$ cat config.mk
export PLATFORM = sky130hd
export DESIGN_NAME = ex_alu1_iter_flat
export DESIGN_NICKNAME = d
export VERILOG_FILES = /design/src/rtl/ex_alu1_iter_if.sv /design/src/rtl/ex_alu1_iter.sv /design/src/flat_wrapper.sv
export SDC_FILE = /design/constraint.sdc
export NUM_CORES = 1
export LEC_CHECK = 0
export CAP_MARGIN = 20
export CORE_AREA = 2 2 106 108
export CTS_BUF_LIST = sky130_fd_sc_hd__clkbuf_2
export DETAILED_ROUTE_END_ITERATION = 10
export DIE_AREA = 0 0 108 110
export GPL_ROUTABILITY_DRIVEN = 0
export PLACE_DENSITY_LB_ADDON = 0.2
export SETUP_SLACK_MARGIN = 0.05
export SLEW_MARGIN = 20
export SYNTH_ARGS = -nofsm -noshare
export SYNTH_HDL_FRONTEND = slang
export SYNTH_SLANG_ARGS = --single-unit
$ cat constraint.sdc
create_clock -name clk -period 3.4 [get_ports clk]
set_input_delay 0.68 -clock clk [delete_from_list [all_inputs] [get_ports clk]]
set_output_delay 0.68 -clock clk [all_outputs]
set_load 0.05 [all_outputs]
$ cat src/rtl/ex_alu1_iter_if.sv
// Handshake and operand/result bundle between the EX operand muxes and the
// iterative compare/shift slice.
interface ex_alu1_iter_if #(
  parameter int unsigned XLEN = 32
);
  logic            in_valid;
  logic            in_ready;
  logic [3:0]      alu_op;
  logic            is_signed;
  logic [XLEN-1:0] a;
  logic [XLEN-1:0] b;
  logic            out_valid;
  logic            out_ready;
  logic            branch;
  logic            slt;
  logic [XLEN-1:0] shift;

  modport master (
    output in_valid, alu_op, is_signed, a, b, out_ready,
    input  in_ready, out_valid, branch, slt, shift
  );

  modport slave (
    input  in_valid, alu_op, is_signed, a, b, out_ready,
    output in_ready, out_valid, branch, slt, shift
  );
endinterface

$ cat src/rtl/ex_alu1_iter.sv
// EX-stage compare/shift slice: single-cycle branch compares and SLT,
// iterative SLL/SRL/SRA moving at most STEP bit positions per cycle.
module ex_alu1_iter #(
  parameter int unsigned XLEN = 32,
  parameter int unsigned STEP = 1
) (
  input  logic              clk,
  input  logic              rst_n,
  input  logic              flush,
  ex_alu1_iter_if.slave     bus
);

  localparam int unsigned SHW     = $clog2(XLEN);
  localparam logic [SHW:0] STEP_W = (SHW + 1)'(STEP);

  localparam logic [3:0] ALU_BEQ = 4'h0;
  localparam logic [3:0] ALU_BNE = 4'h1;
  localparam logic [3:0] ALU_SLT = 4'h2;
  localparam logic [3:0] ALU_BLT = 4'h4;
  localparam logic [3:0] ALU_BGE = 4'h5;
  localparam logic [3:0] ALU_SLL = 4'h8;
  localparam logic [3:0] ALU_SRL = 4'h9;
  localparam logic [3:0] ALU_SRA = 4'hA;

  typedef enum logic [1:0] {IDLE, SHIFT, DONE} state_e;

  state_e          state_q, state_d;
  logic [XLEN-1:0] shift_q, shift_d;
  logic [SHW-1:0]  rem_q, rem_d;
  logic [3:0]      op_q, op_d;
  logic            fill_q, fill_d;
  logic            branch_q, branch_d;
  logic            slt_q, slt_d;
  logic            out_valid_q, out_valid_d;
  logic            in_ready_q, in_ready_d;

  // The step shifter is shared: it takes the fresh operand at accept and the
  // working register afterwards, so the first step overlaps the accept cycle.
  logic [XLEN-1:0] src_c;
  logic [SHW-1:0]  amt_c;
  logic [SHW-1:0]  step_c;
  logic [SHW-1:0]  rem_after_c;
  logic [3:0]      sop_c;
  logic            fill_c;
  logic [XLEN-1:0] shifted_c;

  always_comb begin
    if (state_q == IDLE) begin
      src_c  = bus.a;
      amt_c  = bus.b[SHW-1:0];
      sop_c  = bus.alu_op;
      fill_c = bus.a[XLEN-1];
    end else begin
      src_c  = shift_q;
      amt_c  = rem_q;
      sop_c  = op_q;
      fill_c = fill_q;
    end

    if ({1'b0, amt_c} > STEP_W) step_c = SHW'(STEP);
    else                        step_c = amt_c;
    rem_after_c = amt_c - step_c;

    case (sop_c)
      ALU_SLL: shifted_c = src_c << step_c;
      ALU_SRA: shifted_c = (src_c >> step_c) |
                           (fill_c ? ~({XLEN{1'b1}} >> step_c) : '0);
      default: shifted_c = src_c >> step_c;
    endcase
  end

  // Compare on a zero-extended difference; signed lt corrects for overflow.
  logic [XLEN:0] diff_c;
  logic          eq_c;
  logic          ovf_c;
  logic          lt_c;

  always_comb begin
    diff_c = {1'b0, bus.a} - {1'b0, bus.b};
    eq_c   = (diff_c[XLEN-1:0] == '0);
    ovf_c  = (bus.a[XLEN-1] ^ bus.b[XLEN-1]) & (bus.a[XLEN-1] ^ diff_c[XLEN-1]);
    lt_c   = bus.is_signed ? (diff_c[XLEN-1] ^ ovf_c) : diff_c[XLEN];
  end

  always_comb begin
    state_d     = state_q;
    shift_d     = shift_q;
    rem_d       = rem_q;
    op_d        = op_q;
    fill_d      = fill_q;
    branch_d    = branch_q;
    slt_d       = slt_q;
    out_valid_d = out_valid_q;
    in_ready_d  = in_ready_q;

    if (flush) begin
      state_d     = IDLE;
      shift_d     = '0;
      rem_d       = '0;
      op_d        = '0;
      fill_d      = 1'b0;
      branch_d    = 1'b0;
      slt_d       = 1'b0;
      out_valid_d = 1'b0;
      in_ready_d  = 1'b1;
    end else begin
      case (state_q)
        IDLE: begin
          if (bus.in_valid) begin
            op_d        = bus.alu_op;
            fill_d      = bus.a[XLEN-1];
            branch_d    = 1'b0;
            slt_d       = 1'b0;
            shift_d     = '0;
            rem_d       = '0;
            in_ready_d  = 1'b0;
            state_d     = DONE;
            out_valid_d = 1'b1;
            case (bus.alu_op)
              ALU_BEQ: branch_d = eq_c;
              ALU_BNE: branch_d = ~eq_c;
              ALU_BGE: branch_d = ~lt_c;
              ALU_BLT: branch_d = lt_c;
              ALU_SLT: slt_d    = lt_c;
              ALU_SLL, ALU_SRL, ALU_SRA: begin
                shift_d = shifted_c;
                rem_d   = rem_after_c;
                if (rem_after_c != '0) begin
                  state_d     = SHIFT;
                  out_valid_d = 1'b0;
                end
              end
              default: ;
            endcase
          end
        end
        SHIFT: begin
          shift_d = shifted_c;
          rem_d   = rem_after_c;
          if (rem_after_c == '0) begin
            state_d     = DONE;
            out_valid_d = 1'b1;
          end
        end
        DONE: begin
          if (bus.out_ready) begin
            state_d     = IDLE;
            out_valid_d = 1'b0;
            in_ready_d  = 1'b1;
          end
        end
        default: begin
          state_d     = IDLE;
          out_valid_d = 1'b0;
          in_ready_d  = 1'b1;
        end
      endcase
    end
  end

  always_ff @(posedge clk or negedge rst_n) begin
    if (!rst_n) begin
      state_q     <= IDLE;
      shift_q     <= '0;
      rem_q       <= '0;
      op_q        <= '0;
      fill_q      <= 1'b0;
      branch_q    <= 1'b0;
      slt_q       <= 1'b0;
      out_valid_q <= 1'b0;
      in_ready_q  <= 1'b1;
    end else begin
      state_q     <= state_d;
      shift_q     <= shift_d;
      rem_q       <= rem_d;
      op_q        <= op_d;
      fill_q      <= fill_d;
      branch_q    <= branch_d;
      slt_q       <= slt_d;
      out_valid_q <= out_valid_d;
      in_ready_q  <= in_ready_d;
    end
  end

  // A same-cycle flush must block acceptance, hence the gate on in_ready.
  assign bus.in_ready  = in_ready_q & ~flush;
  assign bus.out_valid = out_valid_q;
  assign bus.branch    = branch_q;
  assign bus.slt       = slt_q;
  assign bus.shift     = shift_q;

endmodule
$ cat src/flat_wrapper.sv
// flat-port wrapper written by rule: the top's interface ports become plain ports
module ex_alu1_iter_flat 
#(
  parameter int unsigned XLEN = 32,
  parameter int unsigned STEP = 1
)
  (clk, rst_n, flush, bus_in_valid, bus_alu_op, bus_is_signed, bus_a, bus_b, bus_out_ready, bus_in_ready, bus_out_valid, bus_branch, bus_slt, bus_shift);
  ex_alu1_iter_if #(.XLEN(XLEN)) bus_i ();
  input  logic clk;
  input  logic rst_n;
  input  logic flush;
  input wire logic [$bits(bus_i.in_valid)-1:0] bus_in_valid;
  input wire logic [$bits(bus_i.alu_op)-1:0] bus_alu_op;
  input wire logic [$bits(bus_i.is_signed)-1:0] bus_is_signed;
  input wire logic [$bits(bus_i.a)-1:0] bus_a;
  input wire logic [$bits(bus_i.b)-1:0] bus_b;
  input wire logic [$bits(bus_i.out_ready)-1:0] bus_out_ready;
  output wire logic [$bits(bus_i.in_ready)-1:0] bus_in_ready;
  output wire logic [$bits(bus_i.out_valid)-1:0] bus_out_valid;
  output wire logic [$bits(bus_i.branch)-1:0] bus_branch;
  output wire logic [$bits(bus_i.slt)-1:0] bus_slt;
  output wire logic [$bits(bus_i.shift)-1:0] bus_shift;
  assign bus_i.in_valid = bus_in_valid;
  assign bus_i.alu_op = bus_alu_op;
  assign bus_i.is_signed = bus_is_signed;
  assign bus_i.a = bus_a;
  assign bus_i.b = bus_b;
  assign bus_i.out_ready = bus_out_ready;
  assign bus_in_ready = bus_i.in_ready;
  assign bus_out_valid = bus_i.out_valid;
  assign bus_branch = bus_i.branch;
  assign bus_slt = bus_i.slt;
  assign bus_shift = bus_i.shift;
  ex_alu1_iter #(.XLEN(XLEN), .STEP(STEP)) u_core (.clk(clk), .rst_n(rst_n), .flush(flush), .bus(bus_i));
endmodule
==> qor.yml, run 1 <==
status: "complete, but fails checks"
violations: "setup timing"
hpwl_mm: 13.8
fin_worst_hold_slack_ns: 0.188
final.setup_skew_ns: 0.0374
cts_tree: "built"
ys_warn_count: 0
cp_slowest_cell: "fa_2"
viasPerCell: 5.93
totalPowerFinal_mw: 2.27
worstReg2RegStart: "u_core.bus.out_valid"
initial_core_util: 0.492
nets: 1067
netlist.area_leader.share: 0.219
relSlewSlack: 0.577
cts.sinks: 47
dieHeight_um: 110
cp_top_family: "compound AO/OA/AOI/OAI gates"
synth_fp_nets: 812
path_buf_inv: 2
synth_area_per_cell_um2: 7.48
clock-root-buffer: "clkbuf_2"
hold_path.class: "input port to async pin"
clkTransAtPathRegs_ns: 0.26
p_int_mw: 1.36
setup_ws_ns: -1.22
hold_violations: 0
ys.flop_type: "dfrtp_1"
synth_xor_area_frac: 0.0200
synthArstFlopShare: 1.00
ir_drop_uv: 235
synth_top_family_by_area: "compound AO/OA/AOI/OAI gates"
syn_inst: 703
tightest_slew_ns: 0.634
final_common_cell: "buf_4"
drtAntennaViolNets: 0
area_growth_pct: 56.3
startpoint: "bus_b[2]"
p_sw_frac: 0.401
yosysTopAreaCell: "dfrtp_1"
r2r_slack_ns: 0.40
core_area_mm2: 0.0107
path_max_fanout: 3
synth_area_mm2: 0.00526
cts_made_buffers: 5
port_buffers: 109
synth_edf_count: 0
setup_tns_ns: -1.22
diodes: 0
path_cells: "buf_6 -> inv_2 -> ha_4 -> nand3b_1 -> a21oi_2 -> o21a_1 -> o211ai_1 -> a21oi_1 -> o22a_1 -> a21o_1 -> a21oi_2 -> o31a_2 -> fa_2 -> and4b_1 -> o21ai_1 -> a221oi_2 -> o211ai_1 -> nor4_2 -> o221ai_1 -> nor4_1 -> nand4_1 -> o22ai_1 -> nand3b_1"
layout_worst_path_cycle_share: 1.36
cpPeakStageDelay_ns: 0.56
routedWlPerCell_um: 17.4
min_period_ns: 4.62
layout_common_cells: "buf_4, nand2_1, a21oi_1"
synth_compound_area_frac: 0.252
num_vias: 6520
fp-row-count: 38
grt_pass1_vias: 6308
synth_top_cells_by_area: "dfrtp_1, ha_1, mux2i_1, mux2_2, a21oi_1"
route.detailed.drc: 0
synth_fa_ha_area_frac: 0.0861
final_cells: 1099
pwr-share-clk: 0.140
grt_max_degree: 48
cts_hold_buf: 0
die-area_mm2: 0.0119
switching_power_uw: 913
max_freq_mhz: 216
setup_violations: 1
drive_gt1_frac: 0.343
cts_buffer_depth: 2
drv_cap: 0
cp.required_ns: 3.75
antenna_found_initial: 0
seqPwrFrac: 0.269
drtIter0Drc: 442
rsz0062_at_grt: "yes"
wirelength_mm: 19.1
endpoint_kind: "flip-flop"
fp.dieW_um: 108
p_comb_frac: 0.591
track_usage: 0.317
path_class: "input port to flip-flop"
ys_types: 63
seq_area_frac_synth: 0.224
pin_count: 110
slew_viol_final: 0
yosys.area_share.simple: 0.215
ctsHtreeMaxLevel: 2
critPathArrivalTime_ns: 4.97
synth_seq_cells: 47
drt_pass1_iterations: 5
p_leak_nw: 3.97
grt_pass1_wl_mm: 30.2
clkLatencyLatePin_ns: 0.46
synth_mux_area_frac: 0.143
p_per_area_mw_per_mm2: 277
overflow: 0
dp_cells: 1057
startpoint_type: "input port"
[Yosys cell counts (4+ instances only)]
cell	n
a211oi_1	5
a21boi_0	4
a21o_1	15
a21oi_1	73
a22o_1	4
and2_1	9
buf_2	7
clkbuf_1	26
dfrtp_1	46
ha_1	33
inv_1	40
mux2_2	33
mux2i_1	38
nand2_1	81
nand3_1	15
nand4_1	11
nor2_1	67
nor2b_1	9
nor3_1	23
nor3b_1	4
nor4_1	4
o211ai_1	7
o21a_1	11
o21ai_0	60
o21bai_1	4
or3_1	4
xnor2_1	9
[through the flow]
step	cell area [um^2]	worst slack, ns	util
floorplan	5310	-1.12	-
global route	8220	-1.55	0.768
global placement	7490	-1.88	0.700
finish	8220	-1.22	0.768
detailed placement	7490	-2.15	0.700
CTS	7930	-1.21	0.741
[path summary, 6_finish.rpt]
check | end | depth (start not counted)
min in group clk | u_core.bus.shift[21] | 2
hold reg to reg | u_core.bus.shift[21] | 2
hold / removal | u_core.bus.shift[1] | 1
max in group asynchronous | u_core.bus.shift[21] | 1
setup reg to reg | u_core.bus.out_valid | 13
setup / recovery | u_core.bus.branch | 23
[worst reg2reg max path: stages, from the launching register on]
cell and delay [ns]:
dfrtp_1 0.52, nor2_1 0.39, buf_4 0.24, nor3_1 0.05, o21ai_0 0.38, nor2_1 0.07, nor3_1 0.14, a21oi_1 0.08
ha_1 0.22, nor2_1 0.14, xnor2_1 0.11, nor4_1 0.35, nand3_1 0.12, a21oi_1 0.14
[logic make-up (layout without fill, tap and decap cells)]
| kind of cell | after synthesis | after routing |
|---|---|---|
| compound gates | 216 | 216 |
| xor+xnor | 12 | 12 |
| fa+ha+maj | 35 | 35 |
| buf+inv | 79 | 335 |
| flops | 47 | 47 |
| mux | 71 | 71 |
| simple gates | 243 | 243 |
[area by class of cell]
type,count,area [um^2]
clock inverter,1,30.0
tap,140,175
fill,765,2480
clock buffer,7,35.0
inverter,41,156
sequential,47,1180
multi-input combinational,577,4190
timing repair buffer,286,2460
[what timing repair did]
item | CTS | global route
setup buffers | 27 | 7
pin swaps | 22 | 46
gates resized for setup | 73 | 149
gates cloned | 0 | 0
endpoints found under the setup margin | 2 | 2
[power by group through the flow]
stage          Combinational [mW]  Clock [mW]  Sequential (mW)
2_1_floorplan               0.652           0            0.677
5_1_grt                      1.45       0.345            0.615
6_report                     1.34       0.319            0.611
3_3_place_gp                 1.16           0            0.618
4_1_cts                      1.26       0.327            0.610
3_5_place_dp                 1.20           0            0.620
[routing by layer]
metal  up-vias  GRT usage  wire length, um
li1       3047          -                -
met1      3106      0.402             7760
met2       308      0.548             9420
met3        59     0.0388             1300
met4         0      0.129              625
met5         -          0                0
[sequential cells by signal (all words and copies together), names as in the netlist]
name	flops
u_core.bus.slt	1
u_core.bus.out_valid	1
u_core.bus.shift	32
u_core.bus.branch	1
u_core.op_q	4
u_core.rem_q	5
u_core.in_ready_q	1
u_core.fill_q	1
u_core.state_q	1
Power figures use the tool's default switching activity.
==> run 2: changes to the inputs <==
--- a/config.mk
+++ b/config.mk
@@ -6,10 +6,10 @@
 export NUM_CORES = 1
 export LEC_CHECK = 0
 export CAP_MARGIN = 20
-export CORE_AREA = 2 2 106 108
+export CORE_AREA = 2 2 112 103
 export CTS_BUF_LIST = sky130_fd_sc_hd__clkbuf_2
 export DETAILED_ROUTE_END_ITERATION = 10
-export DIE_AREA = 0 0 108 110
+export DIE_AREA = 0 0 114 105
 export GPL_ROUTABILITY_DRIVEN = 0
 export PLACE_DENSITY_LB_ADDON = 0.2
 export SETUP_SLACK_MARGIN = 0.05
==> qor.yml, run 2 (synthesis gave the netlist of run 1 again) <==
status: "complete, but fails checks"
violations: "setup timing"
tightest_slew_ns: 0.652
setup_violations: 1
ir_drop_uv: 188
startpoint_type: "input port"
final_common_cell: "buf_4"
slew_viol_final: 0
relSlewSlack: 0.565
rsz0062_at_grt: "yes"
drtAntennaViolNets: 0
clock-root-buffer: "clkbuf_2"
clkLatencyLatePin_ns: 0.49
layout_worst_path_cycle_share: 1.34
diodes: 0
endpoint_kind: "flip-flop"
port_buffers: 109
nFillCells: 858
final.setup_skew_ns: 0.0263
layout_common_cells: "buf_4, nand2_1, a21oi_1"
hold_violations: 0
viasPerCell: 5.89
path_class: "input port to flip-flop"
area_growth_pct: 48.4
fp-row-count: 36
nets: 1021
clkTransAtPathRegs_ns: 0.31
cts.sinks: 47
hpwl_mm: 13.1
worstReg2RegStart: "u_core.bus.out_valid"
cts_made_buffers: 5
drv_cap: 0
startpoint: "bus_a[6]"
route.detailed.drc: 0
hold_path.class: "input port to async pin"
grt_pass1_vias: 6067
path_max_fanout: 4
utilization: 0.728
track_usage: 0.288
fp.dieW_um: 114
core_area_mm2: 0.0107
p_leak_nw: 3.76
cts_buffer_depth: 2
critPathArrivalTime_ns: 5.03
largest_register_ffs: 32
max_freq_mhz: 219
grt_pass1_wl_mm: 28.5
totalPowerFinal_mw: 2.16
dieHeight_um: 105
p_per_area_mw_per_mm2: 277
grt_max_degree: 48
regArea_mm2: 0.00118
wirelength_mm: 17.9
min_period_ns: 4.56
setup_ws_ns: -1.16
routedWlPerCell_um: 17.1
drt_pass1_iterations: 5
ctsHtreeMaxLevel: 2
setup_tns_ns: -1.16
drtIter0Drc: 577
die-area_mm2: 0.0120
multi_input_area_mm2: 0.00418
drive_gt1_frac: 0.304
pin_count: 110
overflow: 0
initial_core_util: 0.491
cts_tree: "built"
cp.required_ns: 3.87
antenna_found_initial: 0
num_vias: 6160
==> run 2: stage by stage <==
stage	cells	instance area [um^2]	worst slack, ns	hold slack [ns]
floorplan	703	5310	-1.12	0.384
detailed placement	1029	7300	-2.12	0.489
finish	1046	7800	-1.16	0.158
global placement	1029	7300	-1.96	0.484
global route	1046	7800	-1.45	0.156
CTS	1041	7520	-1.28	0.385
==> run 2: where the power goes <==
group / internal (mW) / switching, mW / total (mW)
Clock: 0.0495 / 0.229 / 0.278
Sequential: 0.588 / 0.0243 / 0.612
Combinational: 0.596 / 0.675 / 1.27
==> run 2: routing by layer <==
layer / share of wire / track usage / vias up
met4: 0.016 / 0.0740 / 0
met3: 0.065 / 0.0452 / 36
met1: 0.43 / 0.380 / 2928
li1: - / - / 2948
met2: 0.49 / 0.489 / 248
met5: 0 / 0 / -
==> run 2: worst paths after layout <==
kind	end	slack [ns]	depth (start not counted)
worst min-delay path	u_core.bus.shift[24]	0.16	1
min in group clk	u_core.bus.slt	0.54	2
worst min register to register	u_core.bus.slt	0.54	2
max in group asynchronous	u_core.bus.shift[4]	2.80	1
worst max-delay path	u_core.bus.branch	-1.16	22
worst max register to register	u_core.bus.out_valid	0.36	12
==> run 2: cell type report <==
type,instances,share of cell area
multi-input combinational,577,0.536
timing repair buffer,240,0.266
sequential,47,0.151
tap,133,0.0213
inverter,41,0.0204
clock buffer,5,0.00321
clock inverter,3,0.00257
==> run 2: critical path, cell delays in order <==
cell and delay (ns):
dlymetal6s2s_1 0.17, ha_4 0.31, nand4_1 0.09, a21oi_2 0.17, o21a_1 0.18, o211ai_1 0.16, a21oi_1 0.16, o22a_1 0.17
a21o_1 0.13, a21oi_2 0.05, o31a_2 0.36, fa_2 0.57, and4b_1 0.20, o21ai_2 0.06, a221oi_2 0.16, o211ai_1 0.13
nor4_2 0.22, o221ai_1 0.15, nor4_2 0.32, nand4_1 0.18, nor4_1 0.26, nand3b_1 0.14
==> run 2: timing repair <==
item / 4_1_cts / 5_1_grt
gates resized for setup: 45 / 146
endpoints found under the setup margin: 2 / 3
buffers inserted: 4 / 5
pin swaps: 15 / 41
hold buffers: 0 / 0
